==> src/rtl/escaner_digitos.sv <==
// escaner_digitos: time-multiplexing digit scanner for multi-digit 7-segment
// displays. Each enabled digit owns one slot of DIGIT_CYCLES cycles. The first
// BLANK_CYCLES cycles of a slot keep every anode off so the segment data can
// settle (anti-ghosting). Masked-off digits are skipped. DigitIdx selects the
// segment data and changes only on the first cycle of a slot.
module escaner_digitos #(
    parameter int NUM_DIGITS   = 4,
    parameter int DIGIT_CYCLES = 100000,
    parameter int BLANK_CYCLES = 1000,
    parameter bit ACTIVE_LOW   = 1'b1,
    localparam int IDXW        = $clog2(NUM_DIGITS)
) (
    input  logic                  Clock,
    input  logic                  Reset,
    input  logic                  Enable,
    input  logic [NUM_DIGITS-1:0] DigitMask,
    output logic [NUM_DIGITS-1:0] Anodes,
    output logic [IDXW-1:0]       DigitIdx,
    output logic                  SlotStart
);

    localparam int CNTW = $clog2(DIGIT_CYCLES);

    typedef enum logic [1:0] {
        S_IDLE,
        S_BLANK,
        S_SHOW
    } state_t;

    // With no blanking interval a slot opens directly in SHOW.
    localparam state_t FIRST_STATE = (BLANK_CYCLES == 0) ? S_SHOW : S_BLANK;

    localparam logic [CNTW-1:0] DIGIT_LAST = CNTW'(DIGIT_CYCLES - 1);
    localparam logic [CNTW-1:0] BLANK_LAST = CNTW'((BLANK_CYCLES == 0) ? 0 : BLANK_CYCLES - 1);
    localparam logic [IDXW-1:0] LAST_IDX   = IDXW'(NUM_DIGITS - 1);

    localparam logic [NUM_DIGITS-1:0] ANODES_OFF =
        ACTIVE_LOW ? {NUM_DIGITS{1'b1}} : {NUM_DIGITS{1'b0}};

    state_t                  state_q, state_d;
    logic [IDXW-1:0]         idx_q, idx_d;
    logic [CNTW-1:0]         cnt_q, cnt_d;
    logic [NUM_DIGITS-1:0]   anodes_q, anodes_d;
    logic                    slot_start_q, slot_start_d;
    logic [NUM_DIGITS-1:0]   sel_onehot;

    // Next enabled digit after cur, searching upward with wrap-around. The
    // final iteration revisits cur itself, so a single enabled digit repeats.
    // Starting from the last index yields the lowest set bit.
    function automatic logic [IDXW-1:0] next_set(input logic [NUM_DIGITS-1:0] mask,
                                                 input logic [IDXW-1:0]       cur);
        logic [IDXW-1:0] res;
        logic [IDXW-1:0] j;
        logic            found;
        res   = cur;
        found = 1'b0;
        for (int off = 1; off <= NUM_DIGITS; off++) begin
            j = IDXW'((int'(cur) + off) % NUM_DIGITS);
            if (!found && mask[j]) begin
                res   = j;
                found = 1'b1;
            end
        end
        return res;
    endfunction

    // Next-state logic and output decode of the next state, so the outputs
    // can be registered alongside the state and never see the inputs directly.
    always_comb begin
        // NOTE: every signal assigned here gets a default first; a path that
        // leaves one unassigned would infer a latch.
        state_d    = state_q;
        idx_d      = idx_q;
        cnt_d      = cnt_q;
        sel_onehot = '0;

        if (!Enable || (DigitMask == '0)) begin
            // Display off; idx is kept so the scan position is not lost.
            state_d = S_IDLE;
            cnt_d   = '0;
        end else begin
            unique case (state_q)
                S_IDLE: begin
                    state_d = FIRST_STATE;
                    idx_d   = next_set(DigitMask, LAST_IDX);
                    cnt_d   = '0;
                end
                S_BLANK, S_SHOW: begin
                    if (!DigitMask[idx_q]) begin
                        // Current digit was masked off: abandon this slot.
                        state_d = FIRST_STATE;
                        idx_d   = next_set(DigitMask, idx_q);
                        cnt_d   = '0;
                    end else if (state_q == S_BLANK) begin
                        cnt_d = cnt_q + CNTW'(1);
                        if (cnt_q == BLANK_LAST) begin
                            state_d = S_SHOW;
                        end
                    end else if (cnt_q == DIGIT_LAST) begin
                        state_d = FIRST_STATE;
                        idx_d   = next_set(DigitMask, idx_q);
                        cnt_d   = '0;
                    end else begin
                        cnt_d = cnt_q + CNTW'(1);
                    end
                end
                default: begin
                    state_d = S_IDLE;
                    cnt_d   = '0;
                end
            endcase
        end

        if (state_d == S_SHOW) begin
            sel_onehot[idx_d] = 1'b1;
        end
        anodes_d     = ACTIVE_LOW ? ~sel_onehot : sel_onehot;
        slot_start_d = (state_d != S_IDLE) && (cnt_d == '0);
    end

    // State and registered outputs, synchronous active-high reset.
    always_ff @(posedge Clock) begin
        // NOTE: non-blocking assignments so every flop loads from values
        // computed before this edge, independent of statement order.
        if (Reset) begin
            state_q      <= S_IDLE;
            idx_q        <= '0;
            cnt_q        <= '0;
            anodes_q     <= ANODES_OFF;
            slot_start_q <= 1'b0;
        end else begin
            state_q      <= state_d;
            idx_q        <= idx_d;
            cnt_q        <= cnt_d;
            anodes_q     <= anodes_d;
            slot_start_q <= slot_start_d;
        end
    end

    assign Anodes    = anodes_q;
    assign DigitIdx  = idx_q;
    assign SlotStart = slot_start_q;

endmodule

==> config.mk <==
export PLATFORM = sky130hd
export DESIGN_NAME = escaner_digitos
export DESIGN_NICKNAME = d
export VERILOG_FILES = /design/src/rtl/escaner_digitos.sv
export SDC_FILE = /design/constraint.sdc
export NUM_CORES = 1
export LEC_CHECK = 0
export ABC_AREA = 1
export ABC_CLOCK_PERIOD_IN_PS = 2300
export CAP_MARGIN = 20
export CORE_AREA = 2 2 66 68
export DETAILED_ROUTE_END_ITERATION = 8
export DIE_AREA = 0 0 68 70
export PLACE_DENSITY = 0.72
export SLEW_MARGIN = 20
export SYNTH_ARGS = -nofsm -noshare
export SYNTH_HDL_FRONTEND = slang
export SYNTH_SLANG_ARGS = --single-unit
==> constraint.sdc <==
create_clock -name Clock -period 2.3 [get_ports Clock]
set_clock_uncertainty 0.1 [all_clocks]
set_input_delay 0.23 -clock Clock [delete_from_list [all_inputs] [get_ports Clock]]
set_output_delay 0.23 -clock Clock [all_outputs]
set_load 0.01 [all_outputs]
==> flow_metrics.py <==
metrics = {
    "power": {
        "power_density_nw_per_um2": 466,
        "p_sw_mw": 0.272,
        "swShare_pct": 28.5,
        "p_comb_share_pct": 20.2,
        "p_int_mw": 0.681,
        "p_seq_share_pct": 48.9,
        "clock_power_share_pct": 30.9,
        "p_leak_nw": 0.959,
        "vdd_drop_max_mv": 0.391,
    },
    "cts": {
        "cts-resized-gates": 0,
        "cts_root_buffer": "clkbuf_8",
        "cts_tree": "done",
        "cts_buffers": 3,
        "clkTransAtPathRegs_ns": 0.09,
        "clk_path_buf_depth": 2,
        "cts-hold-fix-buffers": 0,
        "clock-sinks": 26,
        "clock_latency_ns": 0.27,
        "h-tree-depth": 1,
        "post_cts_buffers": 0,
    },
    "min_path": {
        "worstHoldPathType": "reg2reg",
    },
    "final_layout": {
        "num-nets-final": 318,
        "diodes": 0,
        "layout-drive-gt1-share_pct": 12.7,
        "stdcell_area_um2": 2040,
        "area_delta_synth_final_pct": 13.7,
        "utilization_pct": 49.3,
    },
    "logic_synthesis": {
        "synth-seq-cells": 26,
        "synth_nets": 300,
        "ys_seq_area_share_pct": 29.0,
        "synth_top_family_by_area": "simple AND/OR/NAND/NOR gates",
        "yosys.area_share.simple_pct": 51.3,
        "synth_compound_area_share_pct": 4.46,
        "avgSynthCellArea_um2": 6.22,
        "yosys_warnings": 0,
        "synthCells": 289,
        "ys_types": 29,
        "synth_xor_area_share_pct": 1.46,
        "synthMuxAreaShare_pct": 0,
        "synthAdderAreaFrac_pct": 2.79,
        "syn_area_um2": 1800,
    },
    "place": {
        "dpl-instance-area_um2": 1990,
        "port_buffers": 13,
        "pre_cts_ws_ns": 0.142,
        "dp_hpwl_um": 3110,
        "gp_congestion": 0.901,
    },
    "floorplanning": {
        "ios": 14,
        "initial_core_util_pct": 43.4,
        "rows": 24,
        "coreArea_um2": 4140,
        "die_y_um": 70,
        "die-area_um2": 4760,
        "die_x_um": 68,
    },
    "timing": {
        "max_clock_freq_mhz": 481,
        "rsz0062_at_grt": "no",
        "slew_violations": 0,
        "setup_viol": 0,
        "whs_ns": 0.455,
        "relSlewSlack_pct": 66.8,
        "fin_tns_setup_ns": 0,
        "final.period_utilization_pct": 90.4,
        "setup_slack_ns": 0.221,
        "min_period_ns": 2.08,
        "worst_pin_slew_ns": 0.497,
        "hold_violations": 0,
    },
    "global_routing": {
        "grt_pass1_vias": 1564,
        "grt_usage_pct": 18.6,
        "antenna_found_initial": 0,
        "grt_pass1_wl_um": 7000,
        "overflow": 0,
        "grt_max_degree": 21,
    },
    "detailed_routing": {
        "dr.pass1.iters": 4,
        "route.antenna.remaining_nets": 0,
        "drt_wl_total_um": 3890,
        "wire_per_inst_um": 10.9,
        "vias": 1756,
        "drtIter0Drc": 107,
        "viasPerCell": 4.91,
        "drc_errors": 0,
    },
    "setup_path": {
        "slowest_stage": "dfxtp_1",
        "cp_cell_sequence": "ha_1 -> nand2_1 -> inv_2 -> nand2_2 -> nor2_4 -> nand3_2 -> nand2_4 -> nor2_4 -> buf_4 -> nand2_1 -> nand4_1 -> nor2_1 -> nand3_1 -> nor2_1",
        "start_kind": "flip-flop",
        "critPathMaxStageDelay_ns": 0.38,
        "required_ns": 2.42,
        "arrival_ns": 2.19,
        "reg2reg_slack_ns": 0.22,
        "worstSetupEndpointType": "flip-flop",
        "cp_max_fo": 8,
        "path_class": "reg2reg",
    },
    "outcome": {
        "status": "finished clean",
    },
    "run": {
        "maxCapViolations": 0,
    },
}
[final timing paths]
kind,from,to,cells after the start
setup reg to reg,cnt_q[0]$_SDFF_PP0_,SlotStart$_SDFF_PP0_,14
hold / removal,cnt_q[14]$_SDFF_PP0_,cnt_q[14]$_SDFF_PP0_,2
hold reg to reg,cnt_q[14]$_SDFF_PP0_,cnt_q[14]$_SDFF_PP0_,2
setup / recovery,cnt_q[0]$_SDFF_PP0_,SlotStart$_SDFF_PP0_,14
[per-layer routing]
layer | wire length (µm) | share of wire (%) | GRT usage, % | up-vias
met5 | 0 | 0 | 0 | -
met3 | 148 | 3.8 | 2.42 | 7
met4 | 53 | 1.4 | 5.11 | 0
met1 | 1960 | 50 | 27.6 | 768
met2 | 1730 | 44 | 27.9 | 36
li1 | - | - | - | 945
[worst max-delay path, delay by kind of cell (launching register included)]
family	cells	cell delay, ns
fa+ha+maj	1	0.18
buf+inv	2	0.25
simple gates	11	1.09
flops	1	0.38
[cell type report]
class | instances | area (µm²)
multi-input cells | 217 | 1080
inverters | 42 | 165
well taps | 52 | 65.1
clock buffers | 4 | 55.1
flip-flops and latches | 26 | 520
repair buffers | 17 | 160
fillers | 450 | 2100
[per-stage QoR]
step / power (mW) / instances
2_1_floorplan: 0.619 / 289
3_3_place_gp: 0.667 / 354
3_5_place_dp: 0.669 / 354
4_1_cts: 0.963 / 358
5_1_grt: 1.01 / 358
6_report: 0.953 / 358
[Yosys cell counts (all sizes together)]
cell type	n	area, µm²
nand4	7	43.8
clkbuf	2	7.51
o21ai	5	25.0
inv	42	165
a21oi	7	35.0
nand3b	1	7.51
dfxtp	26	521
xor2	2	17.5
buf	2	26.3
xnor2	1	8.76
nand3	33	188
nor2	51	231
ha	4	50.1
a21boi	1	7.51
nor3	4	20.0
a31oi	1	12.5
or2	2	12.5
nor4	3	18.8
nand2	95	399
[sequential cells by signal, indices dropped and copies added, names as in the netlist]
register and flops:
DigitIdx 2, Anodes 4, cnt_q 17, SlotStart 1, state_q 2
[placed cells by master, fill, tap and decap left out]
cell             synthesis  layout
clkdlybuf4s50_1          0      13
nand3b_1                 1       1
nor4_1                   3       3
inv_8                    1       1
inv_1                   36      36
nand3_1                 30      30
a21oi_1                  7       7
nand3_4                  1       1
nand2_2                 11      11
buf_4                    0       4
clkbuf_8                 0       4
inv_2                    5       5
a31oi_2                  1       1
o21ai_1                  1       1
xnor2_1                  1       1
dfxtp_1                 26      26
a21boi_1                 1       1
o21ai_0                  4       4
nand2_1                 82      82
nor2_4                   5       5
nand2_4                  2       2
or2_2                    2       2
nor2_1                  45      45
nand3_2                  2       2
ha_1                     4       4
xor2_1                   2       2
nor2_2                   1       1
nand4_1                  7       7
nor3_1                   4       4
[power groups by stage]
stage	logic, mW	registers [mW]	clock network [mW]
4_1_cts	0.193	0.466	0.304
6_report	0.192	0.466	0.295
3_3_place_gp	0.190	0.476	0
5_1_grt	0.219	0.468	0.322
2_1_floorplan	0.147	0.472	0
3_5_place_dp	0.192	0.477	0
[cell families (layout without fill, tap and decap cells)]
kind of cell | after synthesis | in the layout
buf+inv | 46 | 63
fa+ha+maj | 4 | 4
compound gates | 14 | 14
simple gates | 196 | 196
flops | 26 | 26
xor+xnor | 3 | 3
Note: power is estimated with default switching activity, not from simulation.
